===== src/rtl/servo_pwm_vert.sv =====
// Vertical-axis servo driver: frame counter, saturating pulse-width position
// stepped once per frame by CNT_U/CNT_D, and a registered servo PWM output.
module servo_pwm_vert #(
  parameter int PERIOD   = 2000000,
  parameter int POS_MIN  = 100000,
  parameter int POS_MAX  = 200000,
  parameter int POS_INIT = 150000,
  parameter int STEP     = 1000,
  parameter int CW       = 21
) (
  input  logic          CLK,
  input  logic          RST_N,
  input  logic          CNT_U,
  input  logic          CNT_D,
  output logic          PWM,
  output logic          PWM_limit,
  output logic          UP_OK,
  output logic          FRAME,
  output logic [CW-1:0] POS
);

  localparam logic [CW-1:0] CNT_LAST = CW'(PERIOD - 1);
  localparam logic [CW-1:0] CNT_PRE  = CW'(PERIOD - 2);
  localparam logic [CW-1:0] CNT_ONE  = CW'(1);
  localparam logic [CW-1:0] MIN_C    = CW'(POS_MIN);
  localparam logic [CW-1:0] MAX_C    = CW'(POS_MAX);
  localparam logic [CW-1:0] INIT_C   = CW'(POS_INIT);
  localparam logic [CW:0]   STEP_X   = (CW+1)'(STEP);
  localparam logic [CW:0]   MAX_X    = (CW+1)'(POS_MAX);
  localparam logic [CW:0]   DN_FLOOR = (CW+1)'(POS_MIN + STEP);

  localparam bit PARAMS_OK = (POS_MIN <= POS_INIT) && (POS_INIT <= POS_MAX) &&
                             (POS_MAX < PERIOD) && (STEP >= 1) && (POS_MIN >= 1) &&
                             (longint'(PERIOD) < (longint'(1) << CW));

  logic [CW-1:0] cnt;
  logic          frame_end;
  logic [CW:0]   pos_x;
  logic [CW:0]   up_sum;
  logic [CW:0]   dn_diff;
  logic [CW-1:0] pos_up;
  logic [CW-1:0] pos_dn;
  logic [CW-1:0] pos_next;

  assign frame_end = (cnt == CNT_LAST);

  // Extra headroom bit keeps the step arithmetic from wrapping before clamping.
  assign pos_x   = {1'b0, POS};
  assign up_sum  = pos_x + STEP_X;
  assign dn_diff = pos_x - STEP_X;
  assign pos_up  = (up_sum > MAX_X) ? MAX_C : up_sum[CW-1:0];
  assign pos_dn  = (pos_x < DN_FLOOR) ? MIN_C : dn_diff[CW-1:0];

  always_comb begin
    pos_next = POS;
    if (CNT_U && !CNT_D) begin
      pos_next = pos_up;
    end else if (CNT_D && !CNT_U) begin
      pos_next = pos_dn;
    end
  end

  always_ff @(posedge CLK or negedge RST_N) begin
    if (!RST_N) begin
      cnt   <= '0;
      POS   <= INIT_C;
      PWM   <= 1'b0;
      FRAME <= 1'b0;
    end else begin
      cnt   <= frame_end ? '0 : cnt + CNT_ONE;
      PWM   <= (cnt < POS);
      FRAME <= (cnt == CNT_PRE);
      // Position moves only on the frame boundary so a pulse never changes width.
      if (frame_end) begin
        POS <= pos_next;
      end
    end
  end

  assign PWM_limit = (POS > MIN_C);
  assign UP_OK     = (POS < MAX_C);

  always @(posedge CLK) begin
    assert (PARAMS_OK) else $error("servo_pwm_vert: illegal parameter set");
  end

endmodule


===== config.mk =====
export PLATFORM = sky130hd
export DESIGN_NAME = servo_pwm_vert
export DESIGN_NICKNAME = d
export VERILOG_FILES = /design/src/rtl/servo_pwm_vert.sv
export SDC_FILE = /design/constraint.sdc
export NUM_CORES = 1
export LEC_CHECK = 0
export ABC_AREA = 0
export CORE_MARGIN = 10
export CORE_UTILIZATION = 59
export DETAILED_ROUTE_END_ITERATION = 12
export HOLD_SLACK_MARGIN = 0.15
export PLACE_DENSITY = 0.81
export SLEW_MARGIN = 20
export SYNTH_ARGS = -nofsm -noshare
export SYNTH_HDL_FRONTEND = slang
export SYNTH_SLANG_ARGS = --single-unit

===== constraint.sdc =====
create_clock -name CLK -period 3.09 [get_ports CLK]
set_clock_uncertainty 0.1 [all_clocks]
set_input_delay 0.618 -clock CLK [delete_from_list [all_inputs] [get_ports CLK]]
set_output_delay 0.618 -clock CLK [all_outputs]
set_load 0.02 [all_outputs]

==> results.tsv, run 1 <==
metric	value	unit
Final Max Slew Viols	0	
Die Width	97.10	um
Worst-Skew Late Latency	0.30	ns
total number of vias	3585	
vias in the first global route	3490	
number of enable flip-flop cells after synthesis	0	
WP data required	3.22	ns
CP Capture Type	flop	
Post-DP HPWL	7685	um
Critical R2R Capture	POS[6]	
commonest non-fill, non-tap cell in the layout	nand2_1	
mapped cell area	0.003507	sq mm
minimum clock period after layout	2.995	ns
Synth Warn #	0	
Max Fclk	333.9	MHz
Die Area	0.009428	sq mm
top_reg_cell synth	dfrtp_1	
n_diodes	0	
critical path peak fanout	10	
Buffers on Ports	25	
top cell type's share of synthesized area	23.55	%
Antenna Violating Nets Remaining	0	
vias per std cell	6.602	
router iterations before antenna repair	8	
Worst-path clk slew	0.08	ns
status	completed	
Critical Path AT	3.13	ns
Core Rows	28	
hold violation count in the final report	0	
average cell area after synthesis	8.156	sq um
fraction of registers with async set/reset	100.0	%
Worst R2R Setup Slack	0.1	ns
final WL	10400	um
first-pass GRT wire length	17060	um
R2R Path Start	POS[4]	
Setup crit start kind	flop	
WS Path Type	reg -> reg	
Worst-Margin Slew	0.9651	ns
H-tree levels	2	
part of the cycle the worst path needs	96.91	%
grt ovf	0	
Clock Tree Buf Depth	2	
main area contributors after synthesis	dfrtp_1 24%, ha_1 8.6%, dfstp_2 6.0%	
DR iter-0 viols	447	
crit path to	POS[6]	
Worst Hold Class	in -> async	
Yosys cell types	66	
Synth Register Bits	41	
commonest non-fill, non-tap cells in the layout	38 x nand2_1, 34 x nor2_1, 32 x dfrtp_1	
Pleak	1.664	nW
DRC errors left	0	
post-synth top area cell	dfrtp_1	
synthesis-to-finish area growth	16.41	%
Inserted Clock Buffers	5	
Max-Cap Viols	0	
largest net degree at the start of global routing	42	
sinks on the clock net	41	
core area	0.005851	sq mm
Final setup viols	0	
post-layout utilization of the core	69.78	%
sequential fraction of the synthesis area	29.54	%
# hold bufs at CTS	0	
Overall Power	1.012	mW
CTS tree	built	
VDD IR max	0.2006	mV
Initial Util	59.94	%
antenna violations before repair	0	
Die Height	97.10	um
share of cells above drive strength 1	12.61	%
Final Wtd Congestion	0.9559	
Nets	496	
Root Driver	clkbuf_8	
Slew headroom	35.66	%
wire per inst	19.15	um
Power Density	247.9	mW/mm^2
All-Layer GR Usage	21.21	%
Worst Setup SP	POS[4]	
WHS	0.3540	ns
worst r2r path cells	9	
Gate Count Post-Synth	430	
I/O pin count	29	
-- critical path: stages, from the launching register on --
cell and delay (ns):
dfstp_2 0.38, buf_4 0.16, ha_1 0.21, or4_4 0.44, or2_4 0.27, a21oi_1 0.15, o211ai_1 0.15, a211oi_4 0.44
o22ai_1 0.22, o32a_1 0.40
-- metal layers --
metal	wire (um)	track usage, %	vias to the layer above
li1	-	-	1663
met2	5043	35.49	213
met3	962	4.125	37
met5	0	0	-
met4	240	7.378	0
met1	4152	26.38	1672
-- power breakdown --
group          internal [mW]  switching (mW)
clock                  0.235           0.199
sequential             0.536               0
combinational         0.0117          0.0302
total                  0.783           0.229
-- worst min-delay path by stage --
stage | cells after the start | to | startpoint
3_5_place_dp | 1 | cnt[0] | cnt[0]
6_report | 1 | POS[9] | RST_N
2_1_floorplan | 0 | FRAME | RST_N
5_1_grt | 1 | POS[9] | RST_N
4_1_cts | 1 | POS[10] | RST_N
3_3_place_gp | 1 | cnt[0] | cnt[0]
-- synth_stat cells, types with 5 or more instances --
cell type,instances
a211oi_1,5
xnor2_1,15
dfrtp_1,33
nand2_1,38
inv_1,22
o21ai_0,28
nand3_1,20
a31oi_1,9
a21oi_1,27
o211ai_1,7
clkbuf_1,21
o21a_1,9
nor2_1,34
and3_1,9
nor4_1,8
and2_1,6
or3_1,7
ha_1,24
dfstp_2,8
xor2_1,7
nand4_1,8
nor3_1,11
-- stage by stage --
stage / TNS [ns] / worst slack [ns] / area [sq um] / cells
after global routing: -0.004602 / -0.004602 / 4083 / 543
after floorplan: 0 / 0.3091 / 3515 / 432
after global placement: 0 / 0.2131 / 3935 / 533
final: 0 / 0.09548 / 4083 / 543
after detailed placement: 0 / 0.1192 / 3935 / 533
after CTS: 0 / 0.03071 / 4048 / 541
-- flip-flops by register name, indices dropped and copies added (netlist names) --
| register | count |
|---|---|
| cnt | 21 |
| POS | 18 |
| FRAME | 1 |
| PWM | 1 |
-- logic make-up (layout without fill, tap and decap cells) --
kind of cell	count (synthesis)	in the layout	share of synthesized area, %
DFF	41	41	29.54
and+or+nand+nor	166	166	24.97
muxes	1	1	0.2854
AOI/OAI and AO/OA	125	125	24.90
xor gates and xnor gates	22	22	5.494
buffers and inverters	50	86	6.136
adders and majority gates	24	24	8.562
other	1	3	0.1069
-- what timing repair did --
action                                  4_1_cts  5_1_grt
resized for setup                             1        5
endpoints found under the setup margin        1        6
buffers inserted                              1        2
-- area by class of cell --
cell class                      count  area (sq um)
Multi-Input combinational cell    341          2271
Fill cell                         473          1768
Sequential cell                    41          1045
Timing Repair Buffer               56         483.0
Tap cell                           75         93.84
Inverter                           23         86.33
Clock buffer                        5         68.82
Clock inverter                      2         35.03
Note: power is estimated with default switching activity, not from simulation.
==> inputs of run 2 (changes only) <==
--- a/config.mk
+++ b/config.mk
@@ -6,11 +6,11 @@
 export NUM_CORES = 1
 export LEC_CHECK = 0
 export ABC_AREA = 0
-export CORE_MARGIN = 10
 export CORE_UTILIZATION = 59
 export DETAILED_ROUTE_END_ITERATION = 12
-export HOLD_SLACK_MARGIN = 0.15
+export HOLD_SLACK_MARGIN = 0.02
 export PLACE_DENSITY = 0.81
+export REMOVE_ABC_BUFFERS = 1
 export SLEW_MARGIN = 20
 export SYNTH_ARGS = -nofsm -noshare
 export SYNTH_HDL_FRONTEND = slang
==> run 2 against run 1 <==
Against the previous run:
- global-route usage rose by 13 points
- register-to-register slack improved by 0.06 ns
- critical endpoint unchanged
- via count shrank 2.3%
- largest power group unchanged
- non-clock buffer count down 4
- highest routed layer unchanged
- wire length decreased by 5.4%
- power decreased by 4.5%
==> results.tsv, run 2 (synthesis results as in run 1) <==
metric	value	unit
status	completed	
Worst Setup SP	POS[3]	
Final setup viols	0	
Post-DP HPWL	7378	um
wire per inst	18.32	um
Clk pwr share	40.1	%
antenna violations before repair	0	
worst r2r path cells	8	
Root Driver	clkbuf_8	
R2R Path Start	POS[3]	
Finished Layout Cells	537	
Overall Power	0.9668	mW
share of cells above drive strength 1	11.83	%
DR iter-0 viols	376	
total number of vias	3501	
Worst R2R Setup Slack	0.16	ns
fillcell total	489	
synthesis-to-finish area growth	14.84	%
final WL	9836	um
Worst-path clk slew	0.09	ns
crit path to	POS[6]	
Multi-input gate area	0.002270	sq mm
largest net degree at the start of global routing	42	
Worst-Skew Late Latency	0.30	ns
Worst-Margin Slew	0.9554	ns
Critical R2R Capture	POS[6]	
Largest stage delay, worst path	0.51	ns
part of the cycle the worst path needs	94.89	%
Sw Pwr	0.2373	mW
Clock Tree Buf Depth	2	
minimum clock period after layout	2.932	ns
VDD IR max	0.2426	mV
Largest register FFs	21	
core area	0.005608	sq mm
register area	0.001036	sq mm
placed cell areas	0.003924	sq mm
Slew headroom	36.31	%
WHS	0.3480	ns
commonest non-fill, non-tap cells in the layout	38 x nand2_1, 34 x nor2_1, 33 x dfrtp_1	
n_diodes	0	
sinks on the clock net	41	
sw frac	24.54	%
placed cell count	529	
Die Height	79.10	um
Final Max Slew Viols	0	
biggest regs	cnt: 21 flops, POS: 18 flops	
H-tree levels	2	
Max Fclk	341.0	MHz
grt ovf	0	
Core Rows	27	
All-Layer GR Usage	34.48	%
Cell Int Power	0.7296	mW
# hold bufs at CTS	0	
final instance area	0.004028	sq mm
CTS tree	built	
Initial Util	62.54	%
Antenna Violating Nets Remaining	0	
Die Width	79.10	um
combinational group share of total power	4.4	%
Worst Hold Class	in -> async	
Pleak	1.633	nW
first-pass GRT wire length	16570	um
Final Wtd Congestion	0.9941	
Nets	492	
commonest non-fill, non-tap cell in the layout	nand2_1	
Critical Path AT	3.07	ns
Die Area	0.006257	sq mm
WP data required	3.23	ns
RSZ-0062 raised after global routing	no	
I/O pin count	29	
hold violation count in the final report	0	
WS Path Type	reg -> reg	
Inserted Clock Buffers	5	
Buffers on Ports	25	
CP Capture Type	flop	
router iterations before antenna repair	5	
Setup crit start kind	flop	
Flop pwr share	55.5	%
Critical-path top delay cell	dfrtp_1	
worst path cell trace	ha_1 -> buf_4 -> nor4_1 -> xnor2_1 -> o31ai_1 -> a211oi_4 -> o22ai_1 -> o32a_1	
Power Density	240.0	mW/mm^2
Max-Cap Viols	0	
vias in the first global route	3349	
critical path peak fanout	10	
vias per std cell	6.520	
DRC errors left	0	
setup_tns	0	ns
most flop-heavy register	cnt	
run 2: metrics by stage:
stage                     util (%)  setup WS (ns)
after detailed placement     69.97         0.2284
after global placement       69.97         0.2758
after global routing         71.82        0.01523
final                        71.82         0.1578
after CTS                    71.66        0.02699
after floorplan                  -         0.1984
run 2: critical path: cells and delay by family, from the launching register on:
kind,cells,cell delay (ns)
compound gates,4,1.11
xor+xnor,1,0.18
fa+ha+maj,1,0.28
buf+inv,1,0.18
flops,1,0.51
simple gates,1,0.50
run 2: cell type report:
cell class	count	share of cell area, %
Multi-Input combinational cell	341	56.35
Sequential cell	41	25.72
Inverter	23	2.144
Clock buffer	6	2.050
Tap cell	72	2.237
Timing Repair Buffer	52	11.15
Clock inverter	2	0.3417
run 2: worst min path at each step:
stage	start	endpoint	slack [ns]	depth (start not counted)
after global routing	RST_N	POS[9]	0.44	1
final	RST_N	POS[13]	0.35	1
after CTS	RST_N	POS[9]	0.39	1
after detailed placement	cnt[0]	cnt[0]	0.41	1
after global placement	cnt[0]	cnt[0]	0.40	1
after floorplan	RST_N	FRAME	0.22	0
run 2: what timing repair did:
item | CTS | global route
buffers inserted | 0 | 0
gates resized for setup | 1 | 2
endpoints found under the setup margin | 1 | 1
run 2: power groups by stage:
stage / combinational, mW / sequential (mW) / clock (mW)
2_1_floorplan: 0.0166 / 0.547 / 0
3_3_place_gp: 0.0413 / 0.547 / 0
3_5_place_dp: 0.0426 / 0.547 / 0
4_1_cts: 0.0425 / 0.537 / 0.398
5_1_grt: 0.0471 / 0.537 / 0.417
6_report: 0.0423 / 0.537 / 0.388
run 2: metal layers:
metal	GRT usage (%)	wire, um	share of wire [%]
met2	54.74	4675	48
met5	0	0	0
met3	5.632	721	7.3
met1	47.06	4257	43
met4	12.73	182	1.9
